File: src/rtl/vid_pkg.sv
// Shared types and constants for the video timing generator and its pattern source.
package vid_pkg;

    localparam int COORD_W = 12;

    localparam int VGA_H_ACTIVE = 640;
    localparam int VGA_H_FP     = 16;
    localparam int VGA_H_SYNC   = 96;
    localparam int VGA_H_BP     = 48;
    localparam int VGA_V_ACTIVE = 480;
    localparam int VGA_V_FP     = 10;
    localparam int VGA_V_SYNC   = 2;
    localparam int VGA_V_BP     = 33;

    typedef struct packed {
        int active;
        int fp;
        int sync;
        int bp;
    } timing_t;

    typedef enum logic [1:0] {
        BARS  = 2'd0,
        GRAD  = 2'd1,
        GREY  = 2'd2,
        CHECK = 2'd3
    } pattern_e;

    function automatic int span_total(timing_t t);
        return t.active + t.fp + t.sync + t.bp;
    endfunction

endpackage

File: src/rtl/vid_pattern.sv
// Combinational test-pattern colour source, addressed by pixel coordinate.
module vid_pattern
    import vid_pkg::*;
#(
    parameter int H_ACTIVE = VGA_H_ACTIVE
) (
    input  logic [COORD_W-1:0] x,
    input  logic [7:0]         y,
    input  pattern_e           sel,
    input  logic [7:0]         gamma,
    output logic [23:0]        rgb
);

    // Narrow screens still get one-pixel bars rather than a divide by zero.
    localparam int BAR_W = (H_ACTIVE / 8 > 0) ? H_ACTIVE / 8 : 1;

    localparam logic [23:0] BAR_RGB [8] = '{
        24'hFFFFFF, 24'hFFFF00, 24'h00FFFF, 24'h00FF00,
        24'hFF00FF, 24'hFF0000, 24'h0000FF, 24'h000000
    };

    logic [2:0] bar;
    assign bar = 3'(x / COORD_W'(BAR_W));

    always_comb begin
        rgb = '0;
        case (sel)
            BARS:    rgb = BAR_RGB[bar];
            GRAD:    rgb = {x[7:0], y, x[7:0] ^ y};
            GREY:    rgb = {3{gamma}};
            CHECK:   rgb = (x[4] ^ y[4]) ? 24'h000000 : 24'hFFFFFF;
            default: rgb = '0;
        endcase
    end

endmodule

File: src/rtl/video_timing_gen.sv
// Raster counters, sync generation and run control; every output registered one clock after the counters.
module video_timing_gen
    import vid_pkg::*;
#(
    parameter int   H_ACTIVE = VGA_H_ACTIVE,
    parameter int   H_FP     = VGA_H_FP,
    parameter int   H_SYNC   = VGA_H_SYNC,
    parameter int   H_BP     = VGA_H_BP,
    parameter int   V_ACTIVE = VGA_V_ACTIVE,
    parameter int   V_FP     = VGA_V_FP,
    parameter int   V_SYNC   = VGA_V_SYNC,
    parameter int   V_BP     = VGA_V_BP,
    parameter logic HS_POL   = 1'b0,
    parameter logic VS_POL   = 1'b0
) (
    input  logic               clk,
    input  logic               rst,
    input  logic               en_i,
    input  logic [1:0]         pattern_sel_i,
    input  logic [7:0]         gamma_i,
    output logic [23:0]        rgb_o,
    output logic               dv_o,
    output logic               hs_o,
    output logic               vs_o,
    output logic               line_end_o,
    output logic               frame_start_o,
    output logic [COORD_W-1:0] x_o,
    output logic [COORD_W-1:0] y_o
);

    localparam timing_t H_TIM = '{active: H_ACTIVE, fp: H_FP, sync: H_SYNC, bp: H_BP};
    localparam timing_t V_TIM = '{active: V_ACTIVE, fp: V_FP, sync: V_SYNC, bp: V_BP};
    localparam int H_TOTAL = span_total(H_TIM);
    localparam int V_TOTAL = span_total(V_TIM);

    generate
        if (H_TOTAL > 4096 || V_TOTAL > 4096) begin : g_bad_timing
            $error("video_timing_gen: H_TOTAL/V_TOTAL exceed 12-bit coordinate range");
        end
    endgenerate

    typedef enum logic {IDLE, RUN} state_e;

    state_e             state;
    logic [COORD_W-1:0] h_cnt;
    logic [COORD_W-1:0] v_cnt;
    pattern_e           pat_q;

    logic     h_last, v_last, at_origin, running;
    logic     active_p0, hsync_p0, vsync_p0;
    pattern_e sel_p0;
    logic [23:0] rgb_p0;

    assign h_last    = (int'(h_cnt) == H_TOTAL - 1);
    assign v_last    = (int'(v_cnt) == V_TOTAL - 1);
    assign at_origin = (h_cnt == '0) && (v_cnt == '0);
    assign running   = (state == RUN);

    assign active_p0 = running && (int'(h_cnt) < H_ACTIVE) && (int'(v_cnt) < V_ACTIVE);
    assign hsync_p0  = running && (int'(h_cnt) >= H_ACTIVE + H_FP)
                               && (int'(h_cnt) <  H_ACTIVE + H_FP + H_SYNC);
    assign vsync_p0  = running && (int'(v_cnt) >= V_ACTIVE + V_FP)
                               && (int'(v_cnt) <  V_ACTIVE + V_FP + V_SYNC);

    // The first pixel of a frame already uses the selection being captured into the shadow.
    assign sel_p0 = at_origin ? pattern_e'(pattern_sel_i) : pat_q;

    vid_pattern #(
        .H_ACTIVE(H_ACTIVE)
    ) u_pattern (
        .x    (h_cnt),
        .y    (v_cnt[7:0]),
        .sel  (sel_p0),
        .gamma(gamma_i),
        .rgb  (rgb_p0)
    );

    always_ff @(posedge clk or posedge rst) begin
        if (rst) begin
            state <= IDLE;
            h_cnt <= '0;
            v_cnt <= '0;
            pat_q <= BARS;
        end else begin
            if (at_origin) begin
                pat_q <= pattern_e'(pattern_sel_i);
            end
            case (state)
                IDLE: begin
                    if (en_i) begin
                        state <= RUN;
                    end
                end
                RUN: begin
                    if (h_last) begin
                        h_cnt <= '0;
                        if (v_last) begin
                            v_cnt <= '0;
                            if (!en_i) begin
                                state <= IDLE;
                            end
                        end else begin
                            v_cnt <= v_cnt + COORD_W'(1);
                        end
                    end else begin
                        h_cnt <= h_cnt + COORD_W'(1);
                    end
                end
                default: state <= IDLE;
            endcase
        end
    end

    // ---- stage p1: registered outputs ----
    always_ff @(posedge clk or posedge rst) begin
        if (rst) begin
            rgb_o         <= '0;
            dv_o          <= 1'b0;
            hs_o          <= ~HS_POL;
            vs_o          <= ~VS_POL;
            line_end_o    <= 1'b0;
            frame_start_o <= 1'b0;
            x_o           <= '0;
            y_o           <= '0;
        end else begin
            rgb_o         <= active_p0 ? rgb_p0 : '0;
            dv_o          <= active_p0;
            hs_o          <= hsync_p0 ? HS_POL : ~HS_POL;
            vs_o          <= vsync_p0 ? VS_POL : ~VS_POL;
            line_end_o    <= dv_o && !active_p0;
            frame_start_o <= active_p0 && at_origin;
            x_o           <= active_p0 ? h_cnt : '0;
            y_o           <= active_p0 ? v_cnt : '0;
        end
    end

endmodule

File: config.mk
export PLATFORM = sky130hd
export DESIGN_NAME = video_timing_gen
export DESIGN_NICKNAME = d
export VERILOG_FILES = /design/src/rtl/vid_pkg.sv /design/src/rtl/vid_pattern.sv /design/src/rtl/video_timing_gen.sv
export SDC_FILE = /design/constraint.sdc
export NUM_CORES = 1
export LEC_CHECK = 0
export CAP_MARGIN = 20
export CORE_ASPECT_RATIO = 1.4
export CORE_MARGIN = 3
export CORE_UTILIZATION = 40
export CTS_BUF_LIST = sky130_fd_sc_hd__clkbuf_16
export CTS_CLUSTER_SIZE = 30
export DETAILED_ROUTE_END_ITERATION = 7
export SYNTH_ARGS = -nofsm -noshare
export SYNTH_HDL_FRONTEND = slang
export SYNTH_SLANG_ARGS = --single-unit
File: constraint.sdc
create_clock -name clk -period 3.1 [get_ports clk]
set_input_delay 0.775 -clock clk [delete_from_list [all_inputs] [get_ports clk]]
set_output_delay 0.775 -clock clk [all_outputs]
set_load 0.05 [all_outputs]
==> results of run 1 <==
-- registers in the layout, summed over array words and instances (netlist names) --
register / count
dv_o: 1
frame_start_o: 1
h_cnt: 12
hs_o: 1
line_end_o: 1
pat_q: 2
rgb_o: 24
running: 1
v_cnt: 12
vs_o: 1
x_o: 12
y_o: 12
-- cell families after synthesis --
logic type | after synthesis | share of synthesized area
and+or+nand+nor | 170 | 0.220
AOI/OAI and AO/OA | 117 | 0.196
DFF | 80 | 0.458
adders and majority gates | 5 | 0.0137
other | 1 | 0.000857
buffers and inverters | 57 | 0.0620
xor gates and xnor gates | 25 | 0.0500
-- through the flow --
step | cells | hold WS (ns) | instance area (µm²) | power (µW) | setup slack, ns
final | 663 | 0.504 | 5500 | 4780 | 0.249
after global routing | 663 | 0.550 | 5500 | 5040 | 0.111
after CTS | 663 | 0.508 | 5500 | 4820 | 0.265
after detailed placement | 648 | 0.494 | 5230 | 3860 | 0.280
after global placement | 648 | 0.492 | 5230 | 3860 | 0.290
after floorplan | 459 | 0.478 | 4390 | 3120 | 0.277
-- worst min path at each step --
stage	cells past startpoint	start	slack (ns)	to
2_1_floorplan	1	v_cnt[11]$_DFFE_PP0P_	0.48	v_cnt[11]$_DFFE_PP0P_
3_3_place_gp	1	dv_o$_DFF_PP0_	0.49	line_end_o$_DFF_PP0_
3_5_place_dp	1	dv_o$_DFF_PP0_	0.49	line_end_o$_DFF_PP0_
4_1_cts	1	dv_o$_DFF_PP0_	0.51	line_end_o$_DFF_PP0_
5_1_grt	1	dv_o$_DFF_PP0_	0.55	line_end_o$_DFF_PP0_
6_report	1	dv_o$_DFF_PP0_	0.50	line_end_o$_DFF_PP0_
-- critical path: cells and delay by family, from the launching register on --
family	cells	cell delay [ns]
AOI/OAI and AO/OA	3	0.53
adders and majority gates	1	0.14
buffers and inverters	2	0.35
DFF	1	0.47
and+or+nand+nor	3	1.24
-- per-layer routing --
metal	wire [µm]	GRT usage
met5	0	0
met1	4850	0.242
met3	517	0.0398
met4	359	0.0944
met2	6400	0.364
-- layout make-up --
| cell class | instances | area [µm²] | area share |
|---|---|---|---|
| Multi-Input combinational cell | 322 | 2120 | 0.385 |
| Timing Repair Buffer | 95 | 888 | 0.162 |
| Clock inverter | 6 | 38.8 | 0.00706 |
| Inverter | 13 | 50.0 | 0.00911 |
| Clock buffer | 9 | 225 | 0.0410 |
| Tap cell | 138 | 173 | 0.0314 |
| Sequential cell | 80 | 2000 | 0.365 |
-- cells in the final DEF (no fill, tap or decap), types with 3 or more instances in the layout --
cell type | Yosys | layout
nor4_1 | 5 | 5
nand2_1 | 26 | 26
o21ai_0 | 19 | 19
xnor2_1 | 20 | 20
and3_1 | 14 | 14
nor2b_1 | 6 | 6
nor2_1 | 26 | 26
or3_1 | 4 | 4
ha_1 | 4 | 4
buf_4 | 0 | 29
nor3b_1 | 3 | 3
a32oi_1 | 5 | 5
a21oi_1 | 20 | 20
o21a_1 | 5 | 5
a22oi_1 | 6 | 6
nor3_1 | 16 | 16
clkinvlp_4 | 0 | 4
dfrtp_1 | 78 | 78
clkdlybuf4s50_1 | 0 | 65
o221ai_2 | 5 | 5
nand4_1 | 12 | 12
conb_1 | 1 | 5
inv_1 | 13 | 13
o22ai_1 | 12 | 12
clkbuf_16 | 0 | 9
a21o_1 | 7 | 7
and2_1 | 25 | 25
xor2_1 | 5 | 5
nand3_1 | 15 | 15
a211oi_1 | 8 | 8
-- power groups by stage --
| stage | Combinational, µW | Clock, µW | Sequential (µW) |
|---|---|---|---|
| CTS | 2330 | 962 | 1530 |
| finish | 2320 | 939 | 1520 |
| detailed placement | 2320 | 0 | 1550 |
| floorplan | 987 | 0 | 2130 |
| global route | 2480 | 1010 | 1550 |
| global placement | 2320 | 0 | 1540 |
==> run_results.csv, run 1 <==
group,metric,value,unit
cells_and_area,final_net_count,538,
route,drc_errors,0,
global_routing,grt_max_degree,81,
sta,finalCritPeriodShare,0.920,
setup_path,crit_path_cell_trace,"inv_1 -> ha_1 -> or4b_4 -> or3_1 -> o21ai_4 -> buf_4 -> a32oi_1 -> o21a_1 -> nor2_1",
setup_path,critPathLaunch,"v_cnt[1]$_DFFE_PP0P_",
clock_network,cts_tree,"built",
cells_and_area,drive_above_1_share,0.116,
global_routing,track_usage,0.207,
cells_and_area,fin_util,0.523,
setup_path,reg2reg_to,"rgb_o[9]$_DFF_PP0_",
global_routing,overflow,0,
placement,place.gp.congestion,0.863,
global_routing,antenna_found_initial,0,
logic_synthesis,synth_seq_cells,80,
sta,slew_viol_final,0,
sta,fin_crit,2.85,ns
sta,finalHoldViolCount,0,
logic_synthesis,synth_flop_cell,"dfrtp_1",
global_routing,grt_pass1_vias,3657,
logic_synthesis,seq_area_frac_synth,0.458,
clock_network,clock_path_buffers,2,
clock_network,clk_latency,0.33,ns
run_status,outcome,"finished clean",
route,antenna_left,0,
power,p_switching,2110,µW
setup_path,cpMaxStageDelayCell,"or3_1",
route,wl,12.1,mm
placement,dp_hpwl,8.82,mm
setup_path,rr_worst_depth,9,
job,max_cap_violations,0,
clock_network,cts_resized,0,
logic_synthesis,syn_area,4380,µm²
logic_synthesis,synth_top_area_share,0.446,
setup_path,r2r-start,"v_cnt[1]$_DFFE_PP0P_",
sta,tightest_slew,0.795,ns
placement,numPortBuffers,65,
sta,fin_worst_skew,0.00661,ns
setup_path,start_kind,"flop",
power,p_comb_frac,0.485,
clock_network,root_buffer,"clkbuf_16",
route,routed_via_density,5.62,
clock_network,clkTransAtPathRegs,0.06,ns
logic_synthesis,synthTopCellsByArea,"dfrtp_1, xnor2_1, and2_1, a21oi_1, nand2_1",
logic_synthesis,synth_common_cells,"dfrtp_1, nand2_1, nor2_1",
power,leakagePower,0.00230,µW
logic_synthesis,postSynth.asyncResetShare,1.00,
die,start_util,0.416,
setup_path,max_stage_delay,0.51,ns
die,row_count,44,
power,p_int,2680,µW
power,power_frac_seq,0.319,
die,die_w,94.4,µm
logic_synthesis,synth-edff-count,0,
clock_network,cts_sinks,80,
logic_synthesis,yosys_warnings,0,
die,io_pins,66,
worst_hold_path,hold_class,"reg -> reg",
setup_path,critPathRequiredTime,3.32,ns
sta,setup_viol,0,
setup_path,ff2ff_setup_slack,0.25,ns
cells_and_area,num_antenna_cells,0,
sta,fmax,0.351,GHz
power,clkPwrFrac,0.196,
setup_path,path_class,"reg -> reg",
die,fp.dieH,130,µm
logic_synthesis,syn_inst,455,
clock_network,numCtsBuffers,9,
setup_path,endpoint_kind,"flop",
power,switching_share,0.440,
cells_and_area,fill_cells,945,
setup_path,worstSetupEndpoint,"rgb_o[9]$_DFF_PP0_",
clock_network,htree_num_levels,3,
die,dieArea,12300,µm²
sta,grt_setup_unrepaired,"false",
cells_and_area,area_growth,25.6,%
route,wl_per_cell,18.3,µm
sta,fin_setup_tns,0,ns
setup_path,crit_arrival,3.07,ns
sta,relSlewSlack,0.465,
logic_synthesis,yosys.cell_types.count,71,
clock_network,postCtsSetupRepairBufs,0,
global_routing,grt_pass1_wl,19.3,mm
route,dr.pass1.iters,5,
logic_synthesis,yosysTopAreaCell,"dfrtp_1",
power,p_per_area,871,nW/µm²
die,core_area,10500,µm²
logic_synthesis,synth_area_per_cell,9.62,µm²
route,vias,3726,
clock_network,ctsHoldBuffers,0,
logic_synthesis,synth.most_common_cell,"dfrtp_1",
setup_path,crit_fanout,17,
power,ir_drop,0.322,mV
route,drt_iter0_markers,171,
Power figures use the tool's default switching activity.
==> run 2, diff against run 1 <==
Settings changed: SYNTH_HIERARCHICAL set to 1.
==> run 2 against run 1 <==
Clock power up 15%. Combinational power up 16%. Critical endpoint is now rgb_o[4]$_DFF_PP0_. Highest routed layer unchanged. Non-clock buffer count down 2. Sequential share of layout area down 0.32 points.
==> run_results.csv, run 2 <==
group,metric,value,unit
worst_hold_path,holdCritStartpoint,"v_cnt[11]$_DFFE_PP0P_",
power,switching_share,0.429,
logic_synthesis,synth-edff-count,0,
sta,relSlewSlack,0.599,
logic_synthesis,synthTopCellsByArea,"dfrtp_1, and2_1, o21ai_0, xnor2_1, a22oi_1",
route,dr.pass1.iters,6,
logic_synthesis,synth_common_cells,"dfrtp_1, and2_1, o21ai_0",
logic_synthesis,syn_area,4310,µm²
logic_synthesis,synth_flop_cell,"dfrtp_1",
logic_synthesis,synth_area_per_cell,9.94,µm²
setup_path,r2r-start,"v_cnt[0]$_DFFE_PP0P_",
clock_network,clock_path_buffers,2,
setup_path,ff2ff_setup_slack,0.16,ns
cells_and_area,area_growth,28.8,%
power,p_int,2950,µW
sta,fin_setup_tns,0,ns
cells_and_area,final_common_cell,"dfrtp_1",
placement,place.gp.congestion,0.808,
cells_and_area,final_net_count,527,
power,power_frac_seq,0.272,
setup_path,cpMaxStageDelayCell,"mux2_2",
global_routing,antenna_found_initial,0,
power,clkPwrFrac,0.208,
global_routing,grt_pass1_vias,3504,
power,p_per_area,933,nW/µm²
logic_synthesis,yosysTopAreaCell,"dfrtp_1",
clock_network,root_buffer,"clkbuf_16",
cells_and_area,fin_util,0.530,
setup_path,reg2reg_to,"rgb_o[4]$_DFF_PP0_",
route,routed_via_density,5.41,
die,row_count,44,
route,vias,3531,
sta,tightest_slew,0.601,ns
setup_path,start_kind,"flop",
clock_network,postCtsSetupRepairBufs,0,
cells_and_area,num_antenna_cells,0,
die,dieArea,12100,µm²
die,fp.dieH,129,µm
logic_synthesis,yosys.cell_types.count,71,
setup_path,crit_arrival,3.21,ns
logic_synthesis,synth.most_common_cell,"dfrtp_1",
setup_path,cp_num_buf_inv,1,
worst_hold_path,hold_class,"reg -> reg",
job,max_cap_violations,0,
sta,finalHoldViolCount,0,
clock_network,cts_tree,"built",
die,die_w,93.7,µm
setup_path,crit_path_cell_trace,"inv_1 -> ha_1 -> nor4b_2 -> nand2_1 -> nor4_4 -> mux2_2 -> nor2_1 -> and4_4 -> o311ai_2 -> a41o_4 -> o21ai_1 -> and2_1",
logic_synthesis,yosys_warnings,6,
sta,slew_viol_final,0,
sta,fin_crit,2.94,ns
logic_synthesis,postSynth.asyncResetShare,1.00,
setup_path,crit_fanout,8,
sta,finalCritPeriodShare,0.947,
placement,dp_hpwl,7.62,mm
worst_hold_path,holdPathEnd,"v_cnt[11]$_DFFE_PP0P_",
power,p_switching,2220,µW
cells_and_area,largest_register,"rgb_o",
logic_synthesis,synth_top_area_share,0.453,
placement,dpl_cell_area,5220,µm²
clock_network,clkTransAtPathRegs,0.06,ns
die,io_pins,66,
route,antenna_left,0,
setup_path,endpoint_kind,"flop",
power,leakagePower,0.00228,µW
worst_hold_path,hold_depth,1,
clock_network,htree_num_levels,3,
cells_and_area,final_cell_area,5540,µm²
sta,fmax,0.341,GHz
route,drc_errors,0,
power,p_comb_frac,0.520,
clock_network,clk_latency,0.34,ns
die,start_util,0.412,
power,ir_drop,0.494,mV
setup_path,max_stage_delay,0.42,ns
setup_path,rr_worst_depth,12,
placement,numPortBuffers,65,
cells_and_area,largest_register_ffs,24,
sta,setup_viol,0,
global_routing,track_usage,0.187,
clock_network,cts_sinks,80,
route,drt_iter0_markers,202,
setup_path,critPathRequiredTime,3.37,ns
cells_and_area,drive_above_1_share,0.151,
setup_path,critical-path-top-delay-family,"simple AND/OR/NAND/NOR gates",
logic_synthesis,synth_seq_cells,80,
route,wl,10.8,mm
logic_synthesis,seq_area_frac_synth,0.466,
sta,fin_worst_skew,0.00642,ns
global_routing,overflow,0,
run_status,outcome,"finished clean",
clock_network,numCtsBuffers,9,
die,core_area,10500,µm²
cells_and_area,mostFrequentLayoutCells,"dfrtp_1, clkdlybuf4s50_1, and2_1",
route,wl_per_cell,16.6,µm
global_routing,grt_pass1_wl,17.4,mm
setup_path,path_class,"reg -> reg",
logic_synthesis,syn_inst,433,
global_routing,grt_max_degree,81,
==> run 2: metrics by stage <==
stage | total power (µW) | setup slack [ns] | hold slack, ns | cells
after floorplan | 3350 | 0.0535 | 0.471 | 437
after global placement | 4070 | 0.0813 | 0.467 | 637
after detailed placement | 4100 | 0.0491 | 0.512 | 637
after CTS | 5190 | 0.00658 | 0.525 | 653
after global routing | 5490 | -0.0105 | 0.542 | 653
final | 5170 | 0.163 | 0.537 | 653
==> run 2: layout make-up <==
class	count	area [µm²]
sequential	80	2000
timing repair buffer	93	873
clock buffer	9	225
inverter	15	56.3
multi-input combinational	311	2130
clock inverter	7	78.8
fill	985	4920
tap	138	173
==> run 2: worst max-delay path by stage <==
stage | start | cells past startpoint | end | slack, ns
2_1_floorplan | v_cnt[5]$_DFFE_PP0P_ | 12 | rgb_o[1]$_DFF_PP0_ | 0.05
3_3_place_gp | v_cnt[0]$_DFFE_PP0P_ | 10 | rgb_o[7]$_DFF_PP0_ | 0.08
3_5_place_dp | v_cnt[0]$_DFFE_PP0P_ | 10 | rgb_o[19]$_DFF_PP0_ | 0.05
4_1_cts | v_cnt[0]$_DFFE_PP0P_ | 10 | rgb_o[19]$_DFF_PP0_ | 0.007
5_1_grt | v_cnt[0]$_DFFE_PP0P_ | 12 | rgb_o[4]$_DFF_PP0_ | -0.01
6_report | v_cnt[0]$_DFFE_PP0P_ | 12 | rgb_o[4]$_DFF_PP0_ | 0.16
==> run 2: power by group through the flow <==
stage	Clock, µW	Sequential, µW	Combinational, µW
2_1_floorplan	0	2210	1140
3_3_place_gp	0	1430	2650
3_5_place_dp	0	1430	2670
4_1_cts	1100	1410	2670
5_1_grt	1150	1440	2910
6_report	1080	1410	2690
==> run 2: metal layers <==
layer	vias up	global-route usage	part of all wire
met2	103	0.327	0.52
met1	1704	0.219	0.41
met5	-	0	0
met4	0	0.0910	0.023
li1	1705	-	-
met3	19	0.0322	0.042
==> run 2: cell families (layout without fill, tap and decap cells) <==
logic type | count (synthesis) | count (layout) | share of synthesized area
xor gates and xnor gates | 24 | 24 | 0.0506
and+or+nand+nor | 166 | 166 | 0.232
DFF | 80 | 80 | 0.466
other | 1 | 5 | 0.000871
adders and majority gates | 4 | 4 | 0.0116
muxes | 4 | 4 | 0.0102
buffers and inverters | 46 | 124 | 0.0500
AOI/OAI and AO/OA | 108 | 108 | 0.179
==> run 2: repair_timing <==
item | CTS | global route
resized for setup | 0 | 4
endpoints found under the setup margin | 0 | 18
hold buffers | 0 | 0
